[config.mk]
export PLATFORM = sky130hd
export DESIGN_NAME = spi_master_ctrl
export DESIGN_NICKNAME = d
export VERILOG_FILES = /design/src/rtl/spi_pkg.sv /design/src/rtl/spi_clk_gen.sv /design/src/rtl/spi_master_ctrl.sv
export SDC_FILE = /design/constraint.sdc
export NUM_CORES = 1
export LEC_CHECK = 0
export ABC_AREA = 1
export ABC_CLOCK_PERIOD_IN_PS = 2200
export CAP_MARGIN = 40
export CORE_UTILIZATION = 54
export DETAILED_ROUTE_END_ITERATION = 8
export PLACE_DENSITY_LB_ADDON = 0.25
export SKIP_CTS_REPAIR_TIMING = 1
export SLEW_MARGIN = 40
export SYNTH_ARGS = -nofsm -noshare
export SYNTH_HDL_FRONTEND = slang
export SYNTH_SLANG_ARGS = --single-unit
[constraint.sdc]
create_clock -name PCLK -period 2.2 [get_ports PCLK]
set_input_delay 0.44 -clock PCLK [delete_from_list [all_inputs] [get_ports PCLK]]
set_output_delay 0.44 -clock PCLK [all_outputs]
set_load 0.02 [all_outputs]
[src/rtl/spi_pkg.sv]
// Shared types and constants for the SPI master sequencer.
package spi_pkg;

    typedef enum logic [1:0] {
        IDLE,
        LOAD,
        SHIFT,
        DONE
    } spi_state_t;

    localparam logic SCLK_IDLE = 1'b0;

endpackage

[src/rtl/spi_clk_gen.sv]
// SCLK divider: toggles SCLK every CLK_DIV cycles while run is high and
// flags the cycle before each SCLK edge with a one-cycle rise/fall strobe.
module spi_clk_gen
    import spi_pkg::*;
#(
    parameter int CLK_DIV = 2
) (
    input  logic PCLK,
    input  logic PRESETn,
    input  logic run,
    input  logic clear,
    output logic sclk,
    output logic rise,
    output logic fall
);

    localparam int CW = (CLK_DIV > 1) ? $clog2(CLK_DIV) : 1;
    localparam logic [CW-1:0] DIV_LAST = CW'(CLK_DIV - 1);

    logic [CW-1:0] div_cnt;
    logic          terminal;

    assign terminal = run && (div_cnt == DIV_LAST);
    assign rise     = terminal && (sclk == SCLK_IDLE);
    assign fall     = terminal && (sclk != SCLK_IDLE);

    always_ff @(posedge PCLK or negedge PRESETn) begin
        if (!PRESETn) begin
            div_cnt <= '0;
            sclk    <= SCLK_IDLE;
        end else if (clear) begin
            div_cnt <= '0;
            sclk    <= SCLK_IDLE;
        end else if (run) begin
            if (terminal) begin
                div_cnt <= '0;
                sclk    <= ~sclk;
            end else begin
                div_cnt <= div_cnt + 1'b1;
            end
        end
    end

endmodule

[src/rtl/spi_master_ctrl.sv]
// SPI master (mode 0): pops TX FIFO words, shifts them MSB-first on MOSI,
// captures MISO and pushes the received word to the RX FIFO.
module spi_master_ctrl
    import spi_pkg::*;
#(
    parameter int DWIDTH  = 8,
    parameter int CLK_DIV = 2
) (
    input  logic              PCLK,
    input  logic              PRESETn,
    input  logic              enable,
    input  logic              tx_empty,
    input  logic [DWIDTH-1:0] tx_data,
    output logic              tx_rd,
    input  logic              rx_full,
    output logic              rx_wr,
    output logic [DWIDTH-1:0] rx_data,
    input  logic              ovf_clr,
    output logic              rx_ovf,
    output logic              busy,
    output logic              SCLK,
    output logic              MOSI,
    input  logic              MISO,
    output logic              SS_n
);

    localparam int BW = $clog2(DWIDTH);
    localparam logic [BW-1:0] BIT_LAST = BW'(DWIDTH - 1);

    spi_state_t        state, next_state;
    logic [BW-1:0]     bit_cnt;
    logic [DWIDTH-2:0] tx_shift;
    logic [DWIDTH-1:0] rx_shift;
    logic              run, sclk_rise, sclk_fall, last_bit, ovf_set;

    spi_clk_gen #(.CLK_DIV(CLK_DIV)) u_clk_gen (
        .PCLK    (PCLK),
        .PRESETn (PRESETn),
        .run     (run),
        .clear   (!run),
        .sclk    (SCLK),
        .rise    (sclk_rise),
        .fall    (sclk_fall)
    );

    assign last_bit = sclk_fall && (bit_cnt == BIT_LAST);

    always_ff @(posedge PCLK or negedge PRESETn) begin
        if (!PRESETn) state <= IDLE;
        else          state <= next_state;
    end

    always_comb begin
        next_state = state;
        unique case (state)
            IDLE:    if (enable && !tx_empty) next_state = LOAD;
            LOAD:    next_state = SHIFT;
            SHIFT:   if (last_bit) next_state = DONE;
            DONE:    next_state = (enable && !tx_empty) ? LOAD : IDLE;
            default: next_state = IDLE;
        endcase
    end

    always_comb begin
        tx_rd   = 1'b0;
        rx_wr   = 1'b0;
        ovf_set = 1'b0;
        busy    = (state != IDLE);
        run     = (state == SHIFT);
        if (state == LOAD) tx_rd = 1'b1;
        if (state == DONE) begin
            rx_wr   = !rx_full;
            ovf_set = rx_full;
        end
    end

    // The MSB goes straight to MOSI at LOAD, so tx_shift only holds the
    // remaining DWIDTH-1 bits. rx_data is latched on the final falling edge
    // so it is already valid in the DONE cycle alongside rx_wr.
    always_ff @(posedge PCLK or negedge PRESETn) begin
        if (!PRESETn) begin
            bit_cnt  <= '0;
            tx_shift <= '0;
            rx_shift <= '0;
            rx_data  <= '0;
            MOSI     <= 1'b0;
            SS_n     <= 1'b1;
        end else begin
            unique case (state)
                LOAD: begin
                    tx_shift <= tx_data[DWIDTH-2:0];
                    MOSI     <= tx_data[DWIDTH-1];
                    SS_n     <= 1'b0;
                    bit_cnt  <= '0;
                end
                SHIFT: begin
                    if (sclk_rise) rx_shift <= {rx_shift[DWIDTH-2:0], MISO};
                    if (sclk_fall) begin
                        bit_cnt <= bit_cnt + 1'b1;
                        if (last_bit) begin
                            rx_data <= rx_shift;
                        end else begin
                            MOSI     <= tx_shift[DWIDTH-2];
                            tx_shift <= tx_shift << 1;
                        end
                    end
                end
                DONE: if (next_state == IDLE) SS_n <= 1'b1;
                default: ;
            endcase
        end
    end

    always_ff @(posedge PCLK or negedge PRESETn) begin
        if (!PRESETn)     rx_ovf <= 1'b0;
        else if (ovf_set) rx_ovf <= 1'b1;
        else if (ovf_clr) rx_ovf <= 1'b0;
    end

endmodule

# After elaboration in Yosys (flattened, before gate mapping)
# Cells that the tools add are included.
word_totals:
  ff_bits: 33
  input_bits: 15
  output_inout_bits: 15
classes:
  addsub: 2
  n_eq_ne: 8
  mux: 23
  n_bitwise: 1
  n_reduce_logical: 18
op_table:
  columns: ["op", "n"]
  rows:
  - ["7-bit two-way mux", 2]
  - ["7-bit one-hot mux with 2 select lines", 1]
  - ["1-bit two-way mux", 13]
  - ["2-bit one-hot mux with 4 select lines", 1]
  - ["2-bit nonzero test", 4]
  - ["2-bit inequality test, second input constant", 3]
  - ["3-bit one-hot mux with 2 select lines", 1]
  - ["2-bit AND reduction", 3]
  - ["3-bit AND reduction", 2]
  - ["1-bit logical AND", 5]
  - ["2-bit == test, second input constant", 2]
  - ["2-bit zero test", 2]
  - ["2-bit two-way mux", 2]
  - ["1-bit one-hot mux with 2 select lines", 2]
  - ["3-bit by 1-bit adder with 3-bit output, second input constant", 1]
  - ["3-bit == test, second input constant", 1]
  - ["3-bit two-way mux", 1]
  - ["2-bit by 1-bit == test with 1-bit output, second input constant", 1]
  - ["1-bit zero test", 2]
  - ["2-bit by 1-bit inequality test with 1-bit output, second input constant", 1]
  - ["1-bit adder, second input constant", 1]
  - ["1-bit NOT", 1]

# Longest topological paths before layout
logic_depth:
  word_depth: 9
  depth_mapped: 9
  ltp_nobuf: 9

# Cells and area by module
# Synthesis repeated with hierarchy kept, for this count alone.
unflattened:
  cells_unflattened: 165
  area_unflattened_um2: 1532.7
by_module_without_submodules:
  columns: ["module", "instances", "cells_each", "area_each_um2"]
  rows:
  - ["spi_master_ctrl", 1, 151, 1431.4]
  - ["spi_clk_gen", 1, 14, 101.3]

# Worst setup path before layout
# No wires, ideal clock.
synth_timing:
  path_kind: "register to register"
  start: "register state[0]"
  end: "register MOSI"
  setup_ps: 123
  t_arrival_ps: 1393
  required_time_ps: 2077
  slack_ps: 685
  path_stages_with_launch: 8
  n_path_buf: 2
  period_less_slack_ps: 1515
  cell_sequence: "dfrtp_1 -> inv_1 -> ha_1 -> buf_6 -> inv_4 -> o211ai_4 -> buf_6 -> o21ai_1"
synth_between:
  elab_chain_len: 6
  word_cells_on_any_way: 10
  classes_between: "4 x eq/ne; 1 x mux; 5 x reduce/logical"
synth_lines:
  columns: ["element", "line", "rtl"]
  rows:
  - ["start, declared", "spi_master_ctrl.sv:30", "spi_state_t state, next_state;"]
  - ["start signal, assigned", "spi_master_ctrl.sv:50", "else state <= next_state;"]
  - ["2-bit == test", "spi_master_ctrl.sv:69, spi_master_ctrl.sv:89", null]
  - ["1-bit logical AND", "spi_clk_gen.sv:23", "assign terminal = run && (div_cnt == DIV_LAST);"]
  - ["1-bit logical AND", "spi_clk_gen.sv:25", "assign fall = terminal && (sclk != SCLK_IDLE);"]
  - ["1-bit logical AND", "spi_master_ctrl.sv:46", "assign last_bit = sclk_fall && (bit_cnt == BIT_LAST);"]
  - ["2-bit inequality test (no source line)", null, null]
  - ["3-bit AND reduction (no source line)", null, null]
  - ["end signal, assigned", "spi_master_ctrl.sv:92", "MOSI <= tx_data[DWIDTH-1];"]
  - ["end signal, assigned", "spi_master_ctrl.sv:103", "MOSI <= tx_shift[DWIDTH-2];"]
  - ["end, declared", "spi_master_ctrl.sv:22", "output logic MOSI,"]
# Parallel ways exist; a longest one is shown, timed or not.
# A chain may end at the register's enable or synchronous reset.

# Final worst setup path
layout_timing:
  start: "register state[1]"
  end: "output port tx_rd"
layout_between:
  elab_chain_len: 2
layout_lines:
  columns: ["element", "line", "rtl"]
  rows:
  - ["2-bit by 1-bit == test with 1-bit output", "spi_master_ctrl.sv:70", "if (state == LOAD) tx_rd = 1'b1;"]
  - ["1-bit two-way mux", "spi_master_ctrl.sv:70", null]
  - ["end, declared", "spi_master_ctrl.sv:14", "output logic tx_rd,"]
# Every way passes these cells.

==> flow_summary.toml <==
[route]
wl_um = 2740
highest_layer = "met4"
drc_errors = 0
drt-pass1-iter-count = 5
wire_per_inst_um = 12.74
drt_iter0_drc = 21
antenna_left = 0
vias = 1076
viasPerCell = 5.005
met2WireLength_um = 1366
wl_met3_um = 102
wl_met1_um = 1256

[finish]
stdcell_count = 215
final_cell_mix = "nand2_1 (35), dfrtp_1 (32), clkdlybuf4s50_1 (27), inv_1 (19), o21ai_1 (13)"
final_area_um2 = 1854
seq_area_um2 = 827.0
syn_to_final_growth_pct = 24.64
n_fill_cell = 192
finish.net_count = 206
multiInputGateArea_um2 = 548.0
drive_gt1_frac = 0.1081
antenna_cells = 0
final_common_cell = "nand2_1"

[setup_path]
cp_max_fo = 3
crit_path_cell_trace = "inv_1 > ha_1 > clkdlybuf4s50_1"
cp-start-kind = "flop"
cp_data_required_time_ns = 1.76
arrival_ns = 1.62
worstSetupPathType = "flop to output pin"
rrSetupSlack_ns = 0.29
cpPeakStageDelay_ns = 0.60
crit_path_top_delay_cell = "clkdlybuf4s50_1"
endpoint_kind = "output pin"

[synth]
syn_nets = 172
ys.flop_type = "dfrtp_1"
synth_edf_count = 0
syn-cell-area_um2 = 1488
synth_warnings = 0
synth_cell_type_count = 22
ys_seq_area_frac = 0.5559
synth-seq-cells = 33
syn_inst = 150
synth-async-reset-ratio = 1.000
avgSynthCellArea_um2 = 9.918

[grt]
grt_use_total = 0.2108
grt_max_degree = 34
grt_pass1_wl_um = 4195
grt_pass1_vias = 960
grt_overflow = 0
antenna_found_initial = 0

[floorplan]
pin_count = 30
initial_utilization = 0.5846
die_w_um = 54.49
fp-row-count = 18
dieArea_um2 = 2969
core_um2 = 2545
chipHeight_um = 54.49

[sta]
whs_ns = 0.4943
rsz0062_at_grt = "no"
period_minus_slack_ns = 2.064
setup_viol = 0
fin_tns_setup_ns = 0
worst-slew-pin-transition_ns = 0.4957
slew_headroom = 0.6679
timing.final.hold_violations = 0
fmax_mhz = 484.5
clock-skew-final_ns = 0.01634
slew_violations = 0
period_share = 0.9382

[clock_tree]
cts_made_buffers = 5
cts_tree = "yes"
clk_pin_slew_ns = 0.11
htreeDepth = 2
clock_latency_ns = 0.33
cts.sinks = 33
ctsLongestPathBuffers = 2
cts_root_buf = "clkbuf_4"

[place]
place.gp.congestion = 0.7509
portBuffers = 29
place_inst = 207
placed_cell_area_um2 = 1799
hpwl_um = 1959

[job]
drv_cap = 0

[power_and_ir_drop]
p_per_area_nw_per_um2 = 1251
power.leakage_nw = 0.9333
ir_drop_mv = 0.8751

[outcome]
outcome = "finished, final reports clean"

[hold_path]
hp-class = "flop to flop"
-- where the power goes --
group	switching (mW)	internal [mW]
combinational	0.617	0.425
clock	0.195	0.124
sequential	0.135	0.823
-- flip-flops by register name, summed over array words and instances, names as in the netlist --
register	count
SS_n	1
bit_cnt	3
tx_shift	7
rx_shift	8
rx_data	8
rx_ovf	1
state	2
u_clk_gen.sclk	1
MOSI	1
u_clk_gen.div_cnt	1
-- per-layer routing --
layer,up-vias,global-route usage
li1,545,-
met1,502,0.2527
met2,27,0.3598
met3,2,0.05833
met4,0,0.07692
met5,-,0
-- cells in the mapped netlist (all sizes together) (3+ instances only) --
master	instances	area, um^2
nand2	38	150.2
dfrtp	32	800.8
o21ai	27	142.6
inv	20	77.58
mux2i	8	80.08
ha	7	87.58
nor2	7	28.78
buf	3	27.52
-- final cells by class --
type / instances / area share
Clock buffer: 7 / 0.02429
Clock inverter: 1 / 0.002699
Inverter: 21 / 0.04386
Multi-Input combinational cell: 92 / 0.2955
Sequential cell: 33 / 0.4460
Tap cell: 30 / 0.02024
Timing Repair Buffer: 31 / 0.1673
-- critical path, delay by kind of cell, from the launching register on --
kind | cells | cell delay, ns
buffers and inverters | 2 | 0.71
adders and majority gates | 1 | 0.17
DFF | 1 | 0.42
-- metrics by stage --
stage | util | worst slack [ns] | power (mW)
2_1_floorplan | - | 0.6846 | 1.729
3_3_place_gp | 0.7070 | 0.2060 | 1.930
3_5_place_dp | 0.7070 | 0.1888 | 2.013
4_1_cts | 0.7266 | 0.004836 | 2.339
5_1_grt | 0.7286 | 0.04901 | 2.495
6_report | 0.7286 | 0.1359 | 2.319
-- logic make-up (layout without fill, tap and decap cells) --
logic type      Yosys count  in the layout  synth area share
compound gates           29             29            0.1161
buf+inv                  25             60           0.07569
flops                    33             33            0.5559
simple gates             47             47            0.1320
fa+ha+maj                 7              7           0.05887
mux                       9              9           0.06140
-- worst paths after layout --
| path | from | to | cells after the start |
|---|---|---|---|
| worst max-delay path | state[1] | tx_rd | 3 |
| worst min-delay path | rx_data[6] | rx_data[6] | 2 |
| worst max register to register | state[0] | tx_shift[2] | 6 |
| worst min register to register | rx_data[6] | rx_data[6] | 2 |
| max in group asynchronous | PRESETn | SS_n | 2 |
| min in group asynchronous | PRESETn | state[1] | 2 |
(Power assumes the default switching activity.)
